<file path="config.mk">
export PLATFORM = sky130hd
export DESIGN_NAME = gamepad_responder
export DESIGN_NICKNAME = d
export VERILOG_FILES = /design/src/rtl/gamepad_responder.sv
export SDC_FILE = /design/constraint.sdc
export NUM_CORES = 1
export LEC_CHECK = 0
export CORE_MARGIN = 2
export CORE_UTILIZATION = 55
export DETAILED_ROUTE_END_ITERATION = 7
export GPL_ROUTABILITY_DRIVEN = 0
export PLACE_DENSITY = 0.82
export SYNTH_ARGS = -nofsm -noshare
export SYNTH_HDL_FRONTEND = slang
export SYNTH_SLANG_ARGS = --single-unit
</file>
<file path="constraint.sdc">
create_clock -name clk -period 4.46 [get_ports clk]
set_input_delay 0.669 -clock clk [delete_from_list [all_inputs] [get_ports clk]]
set_output_delay 0.669 -clock clk [all_outputs]
set_load 0.03 [all_outputs]
</file>
<file path="src/rtl/gamepad_responder.sv">
`default_nettype none
// ============================================================================
// Module      : gamepad_responder
// Description : Six-button gamepad responder. Tracks the host's select (TH)
//               toggles as an eight-step protocol phase and presents the
//               button state multiplexed onto six active-low data pins for
//               the current phase. A long gap in select activity
//               resynchronises the phase to the select level.
// Ports       : clk          - system clock, rising edge
//               rst          - synchronous active-high reset
//               select       - host select line (asynchronous to clk)
//               btn_in[11:0] - pressed-high buttons: 0 Up, 1 Down, 2 Left,
//                              3 Right, 4 A, 5 B, 6 C, 7 X, 8 Y, 9 Z,
//                              10 Start, 11 Mode
//               pin_1..pin_4, pin_6, pin_9 - active-low data lines
//               phase[2:0]   - current protocol phase
//               frame_pulse  - one-cycle pulse when phase wraps 7 -> 0
// Revision    : 1.0 - initial release
// ============================================================================
module gamepad_responder #(
    parameter int TIMEOUT_CYCLES = 150000
) (
    input  logic        clk,
    input  logic        rst,
    input  logic        select,
    input  logic [11:0] btn_in,
    output logic        pin_1,
    output logic        pin_2,
    output logic        pin_3,
    output logic        pin_4,
    output logic        pin_6,
    output logic        pin_9,
    output logic [2:0]  phase,
    output logic        frame_pulse
);

    localparam int            CW     = $clog2(TIMEOUT_CYCLES + 1);
    localparam logic [CW-1:0] C_TMAX = CW'(TIMEOUT_CYCLES);

    // Synchroniser (sync1/sync2) plus a delayed copy (sync3) for edge detect.
    logic          sync1_q, sync2_q, sync3_q;
    logic [2:0]    phase_q, phase_d;
    logic [CW-1:0] cnt_q, cnt_d;
    logic          fp_q, fp_d;
    // Pin vector order: {pin_9, pin_6, pin_4, pin_3, pin_2, pin_1}
    logic [5:0]    pins_q, pins_d;
    logic          w_edge;
    logic          w_sat;

    assign w_edge = sync2_q ^ sync3_q;
    assign w_sat  = (cnt_q == C_TMAX);

    always_comb begin
        phase_d = phase_q;
        cnt_d   = cnt_q;
        fp_d    = 1'b0;
        if (w_edge) begin
            // An edge takes priority over a saturated timeout.
            phase_d = phase_q + 3'd1;
            cnt_d   = '0;
            fp_d    = (phase_q == 3'd7);
        end else if (w_sat) begin
            // Idle line: select high means the host is at the start of a
            // frame (phase 0); select low means it has just begun one.
            phase_d = sync2_q ? 3'd0 : 3'd1;
        end else begin
            cnt_d = cnt_q + CW'(1);
        end
    end

    // Pins follow the registered phase, so a select edge reaches the pins one
    // cycle after the phase changes while a button change takes one cycle.
    always_comb begin
        pins_d = 6'h3F;
        case (phase_q)
            3'd0, 3'd2, 3'd4: pins_d = {~btn_in[6],  ~btn_in[5], ~btn_in[3],
                                        ~btn_in[2],  ~btn_in[1], ~btn_in[0]};
            3'd1, 3'd3:       pins_d = {~btn_in[10], ~btn_in[4], 2'b00,
                                        ~btn_in[1],  ~btn_in[0]};
            3'd5:             pins_d = {~btn_in[10], ~btn_in[4], 4'b0000};
            3'd6:             pins_d = {~btn_in[6],  ~btn_in[5], ~btn_in[11],
                                        ~btn_in[7],  ~btn_in[8], ~btn_in[9]};
            default:          pins_d = {~btn_in[10], ~btn_in[4], 4'b1111};
        endcase
    end

    always_ff @(posedge clk) begin
        if (rst) begin
            sync1_q <= 1'b1;
            sync2_q <= 1'b1;
            sync3_q <= 1'b1;
            phase_q <= 3'd0;
            cnt_q   <= '0;
            fp_q    <= 1'b0;
            pins_q  <= 6'h3F;
        end else begin
            sync1_q <= select;
            sync2_q <= sync1_q;
            sync3_q <= sync2_q;
            phase_q <= phase_d;
            cnt_q   <= cnt_d;
            fp_q    <= fp_d;
            pins_q  <= pins_d;
        end
    end

    assign pin_1       = pins_q[0];
    assign pin_2       = pins_q[1];
    assign pin_3       = pins_q[2];
    assign pin_4       = pins_q[3];
    assign pin_6       = pins_q[4];
    assign pin_9       = pins_q[5];
    assign phase       = phase_q;
    assign frame_pulse = fp_q;

endmodule
`default_nettype wire

</file>
== After elaboration in Yosys (flattened, before gate mapping) ==
Index checks and enable logic that the tools add are counted.
Storage, ports and cells
  register bits: 31
  word-level logic and storage cells: 41
  bits of input ports: 15
  output and inout bits: 10
Cells by class
  reductions and logical operators: 6
  $add $sub $neg: 2
  bitwise operators: 14
  equal/unequal tests: 8
  mux-type cells: 4
Operator list (number)
  case mux 6 bit (4 select lines): 1
  adder 18 x 1 -> 18 bit (second input constant): 1
  == test 18 bit (second input constant): 1
  NOT 1 bit: 13
  == test 3 bit (second input constant): 4
  == test 3 x 2 -> 1 bit (second input constant): 2
  2-to-1 mux 3 bit: 2
  OR reduction 2 bit: 3
  adder 3 x 1 -> 3 bit (second input constant): 1
  == test 3 x 1 -> 1 bit (second input constant): 1
  logical NOT 3 bit: 1
  OR reduction 3 bit: 1
  nonzero test 2 bit: 1
  2-to-1 mux 1 bit: 1
  bitwise XOR 1 bit: 1

== Logic depth before layout (Yosys ltp) ==
Gate-level depths: netlist of run 1.
  depth in word-level cells: 3
  depth in mapped cells: 6

== Worst setup path before layout of run 1 ==
No wires, ideal clock.
  path kind: in2reg
  from: input port rst
  to: register cnt_q[1]
  setup time: 0.074 ns
  data arrival time: 1.548 ns
  stages on the path: 4
  path slack: 2.838 ns
  cell sequence: or2_1 > clkbuf_2 > or4_1 > o21ai_0
Between the ends
  longest elaborated chain between the ends: 1
RTL lines
  start, declared: line 24  | input logic rst,
  OR reduction 2 bit (no line)
  end signal, assigned: line 101  | cnt_q <= cnt_d;
  end, declared: line 43  | logic [CW-1:0] cnt_q, cnt_d;
No other way between the ends.
A chain may end at the register's enable or synchronous reset.

== Worst setup path in the final report of run 1 ==
  from: register phase_q[2] (netlist: phase[2])
  to: output port phase[2]
RTL lines
  start, declared: line 42  | logic [2:0] phase_q, phase_d;
  start signal, assigned: line 100  | phase_q <= phase_d;
  end, declared: line 33  | output logic [2:0] phase,
No word-level cell between the ends.

==> results of run 1 <==
==> layer usage <==
metal,track usage (%),vias to the layer above
met3,5.62,10
met4,12.2,0
met5,0,-
met1,25.1,548
met2,35.0,33
li1,-,638
==> power by group <==
group          leakage (nW)  total [mW]  internal [mW]  switching [mW]
clock                0.0293       0.157         0.0613          0.0958
sequential            0.253       0.303          0.292          0.0112
combinational         0.354       0.117         0.0532          0.0636
==> sequential cells by signal, indices dropped and copies added, names as in the netlist <==
| name | cells |
|---|---|
| phase | 3 |
| sync1_q | 1 |
| pins_q | 6 |
| sync2_q | 1 |
| cnt_q | 18 |
| sync3_q | 1 |
| frame_pulse | 1 |
==> worst max path at each step <==
stage | from | depth (start not counted) | to | slack [ns]
after floorplan | rst | 4 | cnt_q[1] | 2.84
after global placement | rst | 4 | cnt_q[1] | 2.05
after detailed placement | rst | 4 | cnt_q[1] | 2.01
after CTS | phase[2] | 1 | phase[2] | 2.22
after global routing | phase[2] | 1 | phase[2] | 2.17
final | phase[2] | 1 | phase[2] | 2.25
==> layout make-up <==
cell class | instances | area [um^2]
Inverter | 7 | 26.3
Clock buffer | 7 | 45.0
Multi-Input combinational cell | 127 | 795
Tap cell | 30 | 37.5
Fill cell | 199 | 731
Sequential cell | 31 | 621
Timing Repair Buffer | 24 | 240
Clock inverter | 1 | 5.00
==> cell families after synthesis <==
group | Yosys count
XOR/XNOR | 14
AO/OA/AOI/OAI | 16
flip-flops | 31
multiplexers | 4
AND/OR/NAND/NOR | 85
adder cells (fa/ha/maj) | 8
buffers and inverters | 10
==> cell usage in the layout, fill, tap and decap left out, drive strengths merged, types with 7 or more instances in the layout <==
| master | Yosys | routed |
|---|---|---|
| xor2 | 7 | 7 |
| clkbuf | 3 | 7 |
| nor2 | 25 | 25 |
| clkdlybuf4s50 | 0 | 24 |
| ha | 8 | 8 |
| xnor2 | 7 | 7 |
| nand3 | 8 | 8 |
| dfxtp | 31 | 31 |
| inv | 7 | 7 |
| nand2 | 14 | 14 |
==> metrics by stage <==
step | power, mW | instances | hold slack (ns)
global route | 0.600 | 227 | 0.455
global placement | 0.422 | 219 | 0.398
CTS | 0.579 | 227 | 0.428
finish | 0.577 | 227 | 0.426
detailed placement | 0.427 | 219 | 0.402
floorplan | 0.379 | 168 | 0.389
==> metrics, run 1 <==
Slowest-stage cell, CP clkdlybuf4s50_1; Synth cell types 30; post_cts resized 0; Setup Buffers After CTS 0; number of max-cap violations 0; DR vias/cell 5.41; reg2reg end phase[2]; WS Path Type flip-flop to output pin; Hold Violations, Final 0; max incr delay on CP 0.73 ns; Critical Path RT 3.79 ns; Pre-antenna DRT Iters 4; crit-path cells clkdlybuf4s50_1; Max Fclk 452 MHz; Setup violations, final 0; largest family of logic cells by synthesized area simple AND/OR/NAND/NOR gates; total CTS buffers 5; WL met2 1430 um; fin crit share 49.6%; GRT Util Overall 21.4%; io pins 25; post-layout util 70.8%; hold path depth 1; post-synthesis mux area share 2.75%; Place WS 2.01 ns; fin nets 219; Post-Syn Area per Cell 8.65 um^2; critical path peak fanout 7; Synthesized Nets 191; dpl cell area 1720 um^2; Yosys warning count 0; Slew @ Worst Pin 0.545 ns; Slew Limit Fails 0; FF-to-FF path depth 6; CP Launch Type flip-flop; die width 55.4 um; relative slew slack 63.3%; XOR/XNOR share of the synthesized area 8.43%; Gate Count Post-Synth 168; design area 1770 um^2; Initial DRC Count 25; delay-heaviest family, CP buffers and inverters; top layer in use met4; synth top area cells dfxtp_1 (43%), ha_1 (6.9%), nor2_1 (6.5%), xnor2_1 (4.2%), xor2_1 (4.2%); Initial Utilization 58.2%; Hold Buf Count CTS 0; worst r2r src cnt_q[0]; setup slack, reg-to-reg 2.62 ns; DP HPWL 2290 um; worst min path class flip-flop to flip-flop; PD cells 326 nW/um^2; root buffer cell clkbuf_4; DRC viols 0; FF+latch count, synth 31; Worst Skew 0.00982 ns; clk_lat worst skew 0.34 ns; count leader, synth dfxtp_1; IO Port Bufs 24; first-pass GRT wire length 5130 um; crit path time final 2.21 ns; core area 2500 um^2; die area 3070 um^2; remaining antenna violation count 0; clock-pin slew on the worst setup and hold paths 0.10 ns; Post-Synth Adder-Cell Area 6.88%; ys async rst share 0%; status complete, no violations; Hold EP sync2_q; worst path buffer plus inverter count 1; clk sinks 31; wire length on met1 1400 um; Synth top cells by count dfxtp_1 (31), nor2_1 (25), nand2_1 (14); Worst EP arrival 1.54 ns; Mapped Area 1450 um^2; Critical Path End Type output pin; initial antenna violation count 0; setup_tns 0 ns; DR WL/cell 13.4 um; ys flop type dfxtp_1; Die Height 55.4 um; RSZ-0062 raised after global routing no; Synth Area in Simple Gates 30.1%; CTS max path bufs 2; routed via count 1,229; Leak 0.636 nW; area delta synth->final 21.7%; # diodes 0; TritonCTS clock tree yes; largest net degree at the start of global routing 16; final WL 3050 um; worst hold start sync1_q; Peak VDD IR 0.262 mV; WL met3 142 um; post-synth top area cell dfxtp_1; PnR worst setup slack 2.25 ns; layout cells sized above 1 4.57%; Rows 18; Compound-Gate Fraction of Synth Area 6.45%; part of the Yosys area used for sequential elements 42.7%; vias in the first global route 1,190; total gr overflow 0; Post-synth EDFFs 0; H-tree Lvls 2; top cell type's share of synthesized area 42.7%
Power figures use the tool's default switching activity.
==> run 2, diff against run 1 <==
--- a/config.mk
+++ b/config.mk
@@ -6,10 +6,10 @@
 export NUM_CORES = 1
 export LEC_CHECK = 0
 export CORE_MARGIN = 2
-export CORE_UTILIZATION = 55
+export CORE_UTILIZATION = 46
 export DETAILED_ROUTE_END_ITERATION = 7
 export GPL_ROUTABILITY_DRIVEN = 0
-export PLACE_DENSITY = 0.82
+export PLACE_DENSITY = 0.74
 export SYNTH_ARGS = -nofsm -noshare
 export SYNTH_HDL_FRONTEND = slang
 export SYNTH_SLANG_ARGS = --single-unit
==> constraint.sdc (replaced) <==
create_clock -name clk -period 1.9 [get_ports clk]
set_input_delay 0.285 -clock clk [delete_from_list [all_inputs] [get_ports clk]]
set_output_delay 0.285 -clock clk [all_outputs]
set_load 0.03 [all_outputs]
==> run 2 against run 1 <==
Clock-buffer cell count grew 1. Sequential share of layout area down 1.4 points. Clock power increased to 2.8 times the previous value. Clock skew rose by 0.00060 ns. Flip-flop and latch count unchanged. Non-clock buffer count increased by 5. Largest cell class unchanged. Cell count increased by 8.4%. Largest power group unchanged. Via count is 1.1% higher.
==> metrics, run 2 (same netlist as run 1, synthesis figures left out) <==
status complete, no violations; clk sinks 31 (unchanged); Pre-antenna DRT Iters 4 (unchanged); worst path buffer plus inverter count 1 (unchanged); internal power 1.04 mW (+150%); DP HPWL 2280 um (-0.51%); Sw Ratio 27.5% (-2.0 points); setup_tns 0 ns (unchanged); Critical Path End Type output pin; crit path time final 1.81 ns; CTS max path bufs 2 (unchanged); Peak VDD IR 0.438 mV (+67%); WL met2 1430 um (+0.35%); clock-pin slew on the worst setup and hold paths 0.09 ns (about the same); largest net degree at the start of global routing 15 (-1); Slowest-stage cell, CP clkdlybuf4s50_1; routed via count 1,243 (+1.1%); io pins 25 (unchanged); Leak 0.668 nW (+5.1%); TritonCTS clock tree yes; total CTS buffers 5 (unchanged); Switch Pwr 0.393 mW (+130%); Critical Path RT 1.62 ns (-2.17 ns); CP startpoint phase[0]; register share of total power 49.9% (-2.6 points); Worst Skew 0.0104 ns (+0.000599 ns); worst hold start sync1_q; wire length on met1 1360 um (-2.7%); number of max-cap violations 0 (unchanged); critical path peak fanout 8 (+1); most frequent cells in the layout dfxtp_1 (31), nor2_1 (25), clkdlybuf4s50_1 (24); DR vias/cell 5.05 (-6.7%); die width 60.2 um (+8.7%); Initial Utilization 48.0% (-10 points); Hold Violations, Final 0 (unchanged); Die Height 60.2 um (+8.7%); Worst EP arrival 1.53 ns (about the same); delay-heaviest family, CP buffers and inverters; Clock power frac 30.3% (+3.1 points); Power, Total 1.43 mW (+150%); combinational power share 19.8% (-0.4 points); # diodes 0 (unchanged); clk_lat worst skew 0.33 ns (about the same); area delta synth->final 26.8%; FF-to-FF path depth 6 (unchanged); hold path depth 1 (unchanged); H-tree Lvls 2 (unchanged); placed insts 237 (+8.2%); post-layout util 60.9% (-9.9 points); setup slack, reg-to-reg 0.15 ns (-2.47 ns); total gr overflow 0 (unchanged); die area 3630 um^2 (+18%); crit-path cells clkdlybuf4s50_1; Reg with most FFs cnt_q; max reg flops 18 (unchanged); vias in the first global route 1,241 (+4.3%); fin crit share 95.5%; WL met3 114 um (-20%); Post-Layout Cell Count 246 (+8.4%); GRT Util Overall 19.7% (-1.7 points); Setup violations, final 0 (unchanged); area of the multi-input gates 795 um^2 (unchanged); Worst Setup EP phase[0]; Slew @ Worst Pin 0.355 ns (-0.190 ns); Reg area 621 um^2 (unchanged); relative slew slack 76.0% (+13 points); core area 3030 um^2 (+21%); CP Launch Type flip-flop; worst r2r src cnt_q[0]; first-pass GRT wire length 5260 um (+2.6%); Levels on crit path 1 (unchanged); DR WL/cell 12.1 um (-10%); PD cells 775 nW/um^2 (+140%); Rows 20 (+2); layout cells sized above 1 7.43% (+2.9 points); worst min path class flip-flop to flip-flop; reg2reg end phase[0]; Slew Limit Fails 0 (unchanged); final WL 2970 um (-2.6%); commonest non-fill, non-tap cell in the layout dfxtp_1; Initial DRC Count 34 (+36%); Layout fillers 263 (+32%); root buffer cell clkbuf_4; fin nets 224 (+2.3%); remaining antenna violation count 0 (unchanged); Max Fclk 551 MHz; top layer in use met4; DRC viols 0 (unchanged); IO Port Bufs 24 (unchanged); RSZ-0062 raised after global routing no; initial antenna violation count 0 (unchanged); max incr delay on CP 0.73 ns (about the same); WS Path Type flip-flop to output pin
==> run 2: per-stage QoR <==
stage / hold slack (ns) / worst slack, ns / instance area (um^2)
CTS: 0.440 / 0.0639 / 1840
detailed placement: 0.407 / 0.181 / 1770
global placement: 0.400 / 0.226 / 1770
floorplan: 0.389 / 0.367 / 1450
finish: 0.435 / 0.0857 / 1840
global route: 0.456 / 0.00901 / 1840
==> run 2: worst min-delay path by stage <==
stage / slack [ns] / endpoint
2_1_floorplan: 0.39 / sync1_q
3_3_place_gp: 0.40 / sync2_q
3_5_place_dp: 0.41 / sync2_q
4_1_cts: 0.44 / sync2_q
5_1_grt: 0.46 / sync2_q
6_report: 0.43 / sync2_q
==> run 2: area by class of cell <==
cell class / instances / share of cell area [%]
Sequential cell: 31 / 33.7
Clock buffer: 8 / 3.73
Inverter: 7 / 1.43
Multi-Input combinational cell: 127 / 43.1
Timing Repair Buffer: 29 / 15.1
Tap cell: 44 / 2.99
==> run 2: timing repair <==
item | in CTS | in global routing
setup endpoints to repair | 0 | 1
hold buffers | 0 | 0
buffers inserted | 0 | 1
gates resized for setup | 0 | 0
==> run 2: worst register-to-register path, stage by stage (launching register included) <==
cell,delay [ns]
dfxtp_1,0.37
inv_1,0.10
ha_1,0.14
nor4bb_1,0.29
nand3_1,0.19
or4b_1,0.51
nand3_1,0.09
==> run 2: per-layer routing <==
layer	track usage [%]	up-vias
met1	23.5	572
met4	8.25	0
met2	31.5	17
li1	-	647
met3	7.36	7
met5	0	-
==> run 2: power groups by stage <==
stage	Sequential, mW	Combinational, mW	Clock (mW)
floorplan	0.778	0.111	0
global placement	0.724	0.275	0
detailed placement	0.728	0.283	0
CTS	0.713	0.285	0.448
global route	0.717	0.313	0.482
finish	0.712	0.283	0.433
